**src/rtl/serial_adder.sv**
```systemverilog
// serial_adder: bit-serial adder, one result bit per clock, LSB first.
// A start in IDLE or DONE captures the operands; WIDTH cycles of RUN follow,
// then a single DONE cycle in which sum/cout are valid.
// Optional feature: define SERIAL_ADDER_OVF_EN to add a registered
// two's-complement overflow output (ovf).
module serial_adder #(
    parameter int WIDTH = 8
) (
    input  logic             clk,
    input  logic             rst,
    input  logic             start,
    input  logic [WIDTH-1:0] a,
    input  logic [WIDTH-1:0] b,
    input  logic             cin,
    output logic             busy,
    output logic             done,
    output logic [WIDTH-1:0] sum,
    output logic             cout
`ifdef SERIAL_ADDER_OVF_EN
    ,
    output logic             ovf
`endif
);

    localparam int CW = $clog2(WIDTH);
    localparam logic [CW-1:0] LAST = CW'(WIDTH - 1);

    typedef enum logic [1:0] {IDLE, RUN, DONE} state_t;

    state_t           state_q, state_d;
    logic [WIDTH-1:0] a_q, a_d;
    logic [WIDTH-1:0] b_q, b_d;
    logic [CW-1:0]    cnt_q, cnt_d;
    logic             carry_q, carry_d;
    logic [WIDTH-1:0] sum_q, sum_d;
    logic             cout_q, cout_d;
`ifdef SERIAL_ADDER_OVF_EN
    logic             ovf_q, ovf_d;
`endif

    // Full-adder slice for the bit currently selected by the counter
    logic ai, bi, s_bit, carry_n;
    always_comb begin
        ai      = a_q[cnt_q];
        bi      = b_q[cnt_q];
        s_bit   = ai ^ bi ^ carry_q;
        carry_n = (ai & bi) | (ai & carry_q) | (bi & carry_q);
    end

    // Next-state and datapath updates; start is only honoured outside RUN
    always_comb begin
        state_d = state_q;
        a_d     = a_q;
        b_d     = b_q;
        cnt_d   = cnt_q;
        carry_d = carry_q;
        sum_d   = sum_q;
        cout_d  = cout_q;
`ifdef SERIAL_ADDER_OVF_EN
        ovf_d   = ovf_q;
`endif
        case (state_q)
            RUN: begin
                sum_d[cnt_q] = s_bit;
                carry_d      = carry_n;
                cnt_d        = cnt_q + CW'(1);
                if (cnt_q == LAST) begin
                    state_d = DONE;
                    cnt_d   = '0;
                    cout_d  = carry_n;
`ifdef SERIAL_ADDER_OVF_EN
                    // carry_q is the carry into the MSB at this point
                    ovf_d   = carry_q ^ carry_n;
`endif
                end
            end
            default: begin
                // IDLE and DONE behave alike: accept a new operation or rest
                if (start) begin
                    state_d = RUN;
                    a_d     = a;
                    b_d     = b;
                    carry_d = cin;
                    cnt_d   = '0;
                end else begin
                    state_d = IDLE;
                end
            end
        endcase
    end

    // State register; reset aborts any operation in flight
    always_ff @(posedge clk or posedge rst) begin
        if (rst) begin
            state_q <= IDLE;
            a_q     <= '0;
            b_q     <= '0;
            cnt_q   <= '0;
            carry_q <= 1'b0;
            sum_q   <= '0;
            cout_q  <= 1'b0;
`ifdef SERIAL_ADDER_OVF_EN
            ovf_q   <= 1'b0;
`endif
        end else begin
            state_q <= state_d;
            a_q     <= a_d;
            b_q     <= b_d;
            cnt_q   <= cnt_d;
            carry_q <= carry_d;
            sum_q   <= sum_d;
            cout_q  <= cout_d;
`ifdef SERIAL_ADDER_OVF_EN
            ovf_q   <= ovf_d;
`endif
        end
    end

    // Status decoded straight from the registered state
    always_comb begin
        busy = (state_q == RUN);
        done = (state_q == DONE);
        sum  = sum_q;
        cout = cout_q;
`ifdef SERIAL_ADDER_OVF_EN
        ovf  = ovf_q;
`endif
    end

endmodule
```
**config.mk**
```make
export PLATFORM = sky130hd
export DESIGN_NAME = serial_adder
export DESIGN_NICKNAME = d
export VERILOG_FILES = /design/src/rtl/serial_adder.sv
export SDC_FILE = /design/constraint.sdc
export NUM_CORES = 1
export LEC_CHECK = 0
export CAP_MARGIN = 20
export CORE_ASPECT_RATIO = 1.2
export CORE_MARGIN = 5
export CORE_UTILIZATION = 45
export DETAILED_ROUTE_END_ITERATION = 8
export PLACE_DENSITY_LB_ADDON = 0.2
export SLEW_MARGIN = 20
export SYNTH_ARGS = -nofsm -noshare
export SYNTH_HDL_FRONTEND = slang
export SYNTH_SLANG_ARGS = --single-unit
```
**constraint.sdc**
```tcl
create_clock -name clk -period 2.3 [get_ports clk]
set_input_delay 0.345 -clock clk [delete_from_list [all_inputs] [get_ports clk]]
set_output_delay 0.345 -clock clk [all_outputs]
set_load 0.05 [all_outputs]
```
* After elaboration in Yosys (flattened, before gate mapping)
Index checks and enable logic that the tools add are counted.
Storage, ports and cells: output and inout bits 11, input port bits 20, word-level logic and storage cells 41, flip-flop bits (word level) 31
Cells by class: equal/unequal tests 4, muxes and demuxes 15, magnitude comparators 2, bitwise logic cells 8, add/subtract/negate cells 1, reductions and logical operators 4
Operator list (count):
- 2-to-1 mux 3 bit | 3
- bitwise mux 8 bit | 1
- binary-select mux 1 bit (select 3 bit) | 2
- 2-to-1 mux 1 bit | 6
- < comparator 3 x 4 -> 1 bit, second input constant | 1
- 2-to-1 mux 2 bit | 2
- AND reduction 2 bit | 2
- adder 3 x 1 -> 3 bit, second input constant | 1
- AND 1 bit | 3
- demux 1 bit (select 3 bit) | 1
- == test 3 bit, second input constant | 1
- greater-or-equal comparator 3 x 1 -> 1 bit, second input constant | 1
- == test 2 x 1 -> 1 bit, second input constant | 1
- == test 2 bit, second input constant | 1
- != test 2 x 1 -> 1 bit, second input constant | 1
- bitwise OR 1 bit | 2
- nonzero test 2 bit | 1
- XOR 1 bit | 2
- logical AND 1 bit | 1
- inverter 1 bit | 1

* Depth between registers and ports, before layout
depth in word-level cells 6, gate-level depth with buffers 6

* Worst setup path after synthesis
OpenSTA, ideal clock, no wires.
path type reg-to-reg, from reg cnt_q[0], to reg sum_q[3] (netlist: sum[3]), arrival time 2.089 ns, path buffers 2, required time 2.212 ns, cell stages (with the launch flop) 7, library setup time 0.088 ns, setup slack 0.122 ns, path through dfrtp_1 -> buf_2 -> mux4_2 -> mux2i_1 -> fa_1 -> buf_1 -> a41oi_1
On the way: longest elaborated chain between the ends 5, elaborated cells between the ends (all ways) 12
Ends and longest elaborated chain:
- from (decl) | line 33 | logic [CW-1:0] cnt_q, cnt_d;
- from (signal assigned) | line 109 | cnt_q <= cnt_d;
- < comparator 3 x 4 -> 1 bit (not written as such) (tied with other cells) | line 64 | sum_d[cnt_q] = s_bit;
- logical AND 1 bit (not written as such) (tied with other cells) | line 64
- 2-to-1 mux 1 bit (not written as such) / XOR 1 bit (equally long branches) | line 64, 46
- demux 1 bit (select 3 bit) / XOR 1 bit (equally long branches) | line 64, 46
- bitwise mux 8 bit * | line 64
- to (signal assigned) | line 111 | sum_q <= sum_d;
- to (decl) | line 35 | logic [WIDTH-1:0] sum_q, sum_d;
Mark *: on every way between the ends. The rest lies on a longest branch, timed or not. The select of a mux whose other input is x is not followed. A chain may end at the register's enable or synchronous reset.

* Final worst setup path
Same ends and word-level chain as after synthesis.

==> reports/metrics.cfg <==
[clocking]
cts_setup_buffers = 0
clk_pin_slew_ns = 0.11
root_buffer = clkbuf_4
cts_hold_buffers = 0
cts.sinks = 31
cts-resized-gates = 0
cts_tree = done
clock_path_buffers = 2
htreeDepth = 2
cts_buffers = 5
clk_latency_ns = 0.33

[placed_design]
dp_hpwl_um = 1910
post-place-ws_ns = 0.0688
placed_area_um2 = 1800
port_buffers = 30
place.gp.congestion = 0.856

[worst_setup_path]
required_ns = 2.55
start_kind = flip-flop
cp-end-kind = flip-flop
crit_path_max_fanout = 8
critical_path_arrival_ns = 2.37
crit_type = reg -> reg

[global_route]
grtUsageTotal = 0.126
antenna_found_initial = 0
grt_pass1_wl_um = 4490
grt_max_degree = 32
grt_pass1_vias = 1015
gr-total-overflow = 0

[sta]
max_freq_mhz = 472
worstMarginPinSlew_ns = 0.503
period_share = 0.921
tns_ns = 0
setup_violations = 0
maxSlewHeadroom = 0.663
hold_violations = 0
rsz0062_at_grt = no
timing.hold.ws_ns = 0.381
drv_slew = 0
period_minus_slack_ns = 2.12
clock_skew_ns = 0.0120
setup_ws_ns = 0.182

[route]
post-route-drc-count = 0
firstDrtPassIters = 2
vias_per_cell = 5.36
drtIter0Drc = 29
ant_nets = 0
totalWireLength_um = 2620
wl_per_cell_um = 14.8
vias = 948

[layout]
n_fill_cell = 276
final_nets = 163
design_area_um2 = 1850
final_layout_size_suffix_gt1_frac = 0.255
area_growth_pct = 25.4
diodes = 0

[synth]
synth.avg_cell_area_um2 = 13.8
synth-seq-cells = 31
synth_top_area_cell = dfrtp_1
ys_top_cells_by_area = dfrtp_1 (52%), mux2_4 (10%), mux4_2 (6.1%), mux2_2 (4.6%), a31oi_1 (3.0%)
ys_warn_count = 0
synth.yosys.seq_area_share = 0.525
postSynthCellCount = 107
synth_nets = 130
ys_types = 28
synth_top_area_frac = 0.525
synth_area_um2 = 1480

[floorplanning]
start_util = 0.475
dieArea_um2 = 4540
die_w_um = 62.3
coreArea_um2 = 3110
die_h_um = 72.8
pin_count = 31
rows = 22

[power_and_ir_drop]
p_leak_uw = 0.000835
vdd_drop_max_mv = 1.02
power-per-cell-area_nw_per_um2 = 1670

[run]
cap_viol_max_count = 0

[run_status]
status = completed

[worst_hold_path]
worstHoldPathType = in -> async

-- per-stage QoR --
stage / total power [µW] / utilization / cells
2_1_floorplan: 2370 / - / 107
3_3_place_gp: 2770 / 0.579 / 169
3_5_place_dp: 2810 / 0.579 / 169
4_1_cts: 3110 / 0.596 / 177
5_1_grt: 3310 / 0.596 / 177
6_report: 3100 / 0.596 / 177
-- kinds of logic after synthesis --
logic type	synth area share
simple gates	0.0753
compound gates	0.0880
buf+inv	0.0533
mux	0.228
flops	0.525
fa+ha+maj	0.0305
-- synthesized netlist by cell type --
library cell,n
and2b_1,1
buf_12,1
mux2_4,10
buf_6,2
a31oi_1,7
nor3b_2,1
nor2_1,4
a211oi_1,1
dfrtp_1,31
nand2b_4,1
nand2_1,3
inv_1,4
buf_1,1
mux2_2,6
ha_1,2
nor2b_1,4
mux2i_1,3
buf_2,2
a22o_1,1
mux4_2,4
clkbuf_1,2
o21ai_0,3
nand3b_1,1
fa_1,1
a41oi_1,4
nand4_1,1
nand2b_1,2
a21oi_1,4
-- worst max-delay path, stage by stage (launching register included) --
cell	delay, ns
dfrtp_2	0.49
mux4_2	0.52
mux2i_1	0.22
fa_1	0.55
a41oi_1	0.26
-- cell usage in the layout, fill, tap and decap left out, drive strengths merged, types with 2 or more instances in the layout --
cell type | netlist | final
dfrtp | 31 | 31
clkdlybuf4s50 | 0 | 29
mux2 | 16 | 16
a31oi | 7 | 7
clkbuf | 2 | 5
buf | 6 | 5
inv | 4 | 4
nor2b | 4 | 4
a21oi | 4 | 4
nor2 | 4 | 4
a41oi | 4 | 4
mux4 | 4 | 4
mux2i | 3 | 3
nand2 | 3 | 3
o21ai | 3 | 3
clkinv | 0 | 3
nand2b | 3 | 3
ha | 2 | 2
-- final cells by class --
| class | count | area (µm²) | area share |
|---|---|---|---|
| flip-flops and latches | 31 | 777 | 0.419 |
| multi-input cells | 64 | 624 | 0.337 |
| inverters | 4 | 15.0 | 0.00810 |
| well taps | 36 | 45.0 | 0.0243 |
| clock inverters | 3 | 15.0 | 0.00810 |
| clock buffers | 5 | 37.5 | 0.0202 |
| repair buffers | 34 | 340 | 0.184 |
-- path summary, 6_finish.rpt --
path                          start        to  slack (ns)  cells after the start
max in group asynchronous       rst  cnt_q[0]        1.63                      3
min reg2reg                    cout      cout        0.49                      2
max reg2reg                cnt_q[0]    sum[3]        0.18                      4
min                             rst  cnt_q[0]        0.38                      3
max                        cnt_q[0]    sum[3]        0.18                      4
min in group clk               cout      cout        0.49                      2
-- registers in the layout (all words and copies together), names as in the netlist --
signal / count
carry_q: 1
cnt_q: 3
state_q: 2
a_q: 8
sum: 8
cout: 1
b_q: 8
-- where the power goes --
| group | switching, µW | total (µW) | internal (µW) |
|---|---|---|---|
| Sequential | 213 | 1040 | 828 |
| Combinational | 912 | 1760 | 843 |
| Clock | 188 | 302 | 114 |
| Total | 1310 | 3100 | 1780 |
-- per-layer routing --
metal	global-route usage	vias up	routed length [µm]
met1	0.141	469	1120
met3	0.0339	5	122
met5	0	-	0
met2	0.214	21	1340
met4	0.0731	0	45
li1	-	453	-
Power figures use the tool's default switching activity.
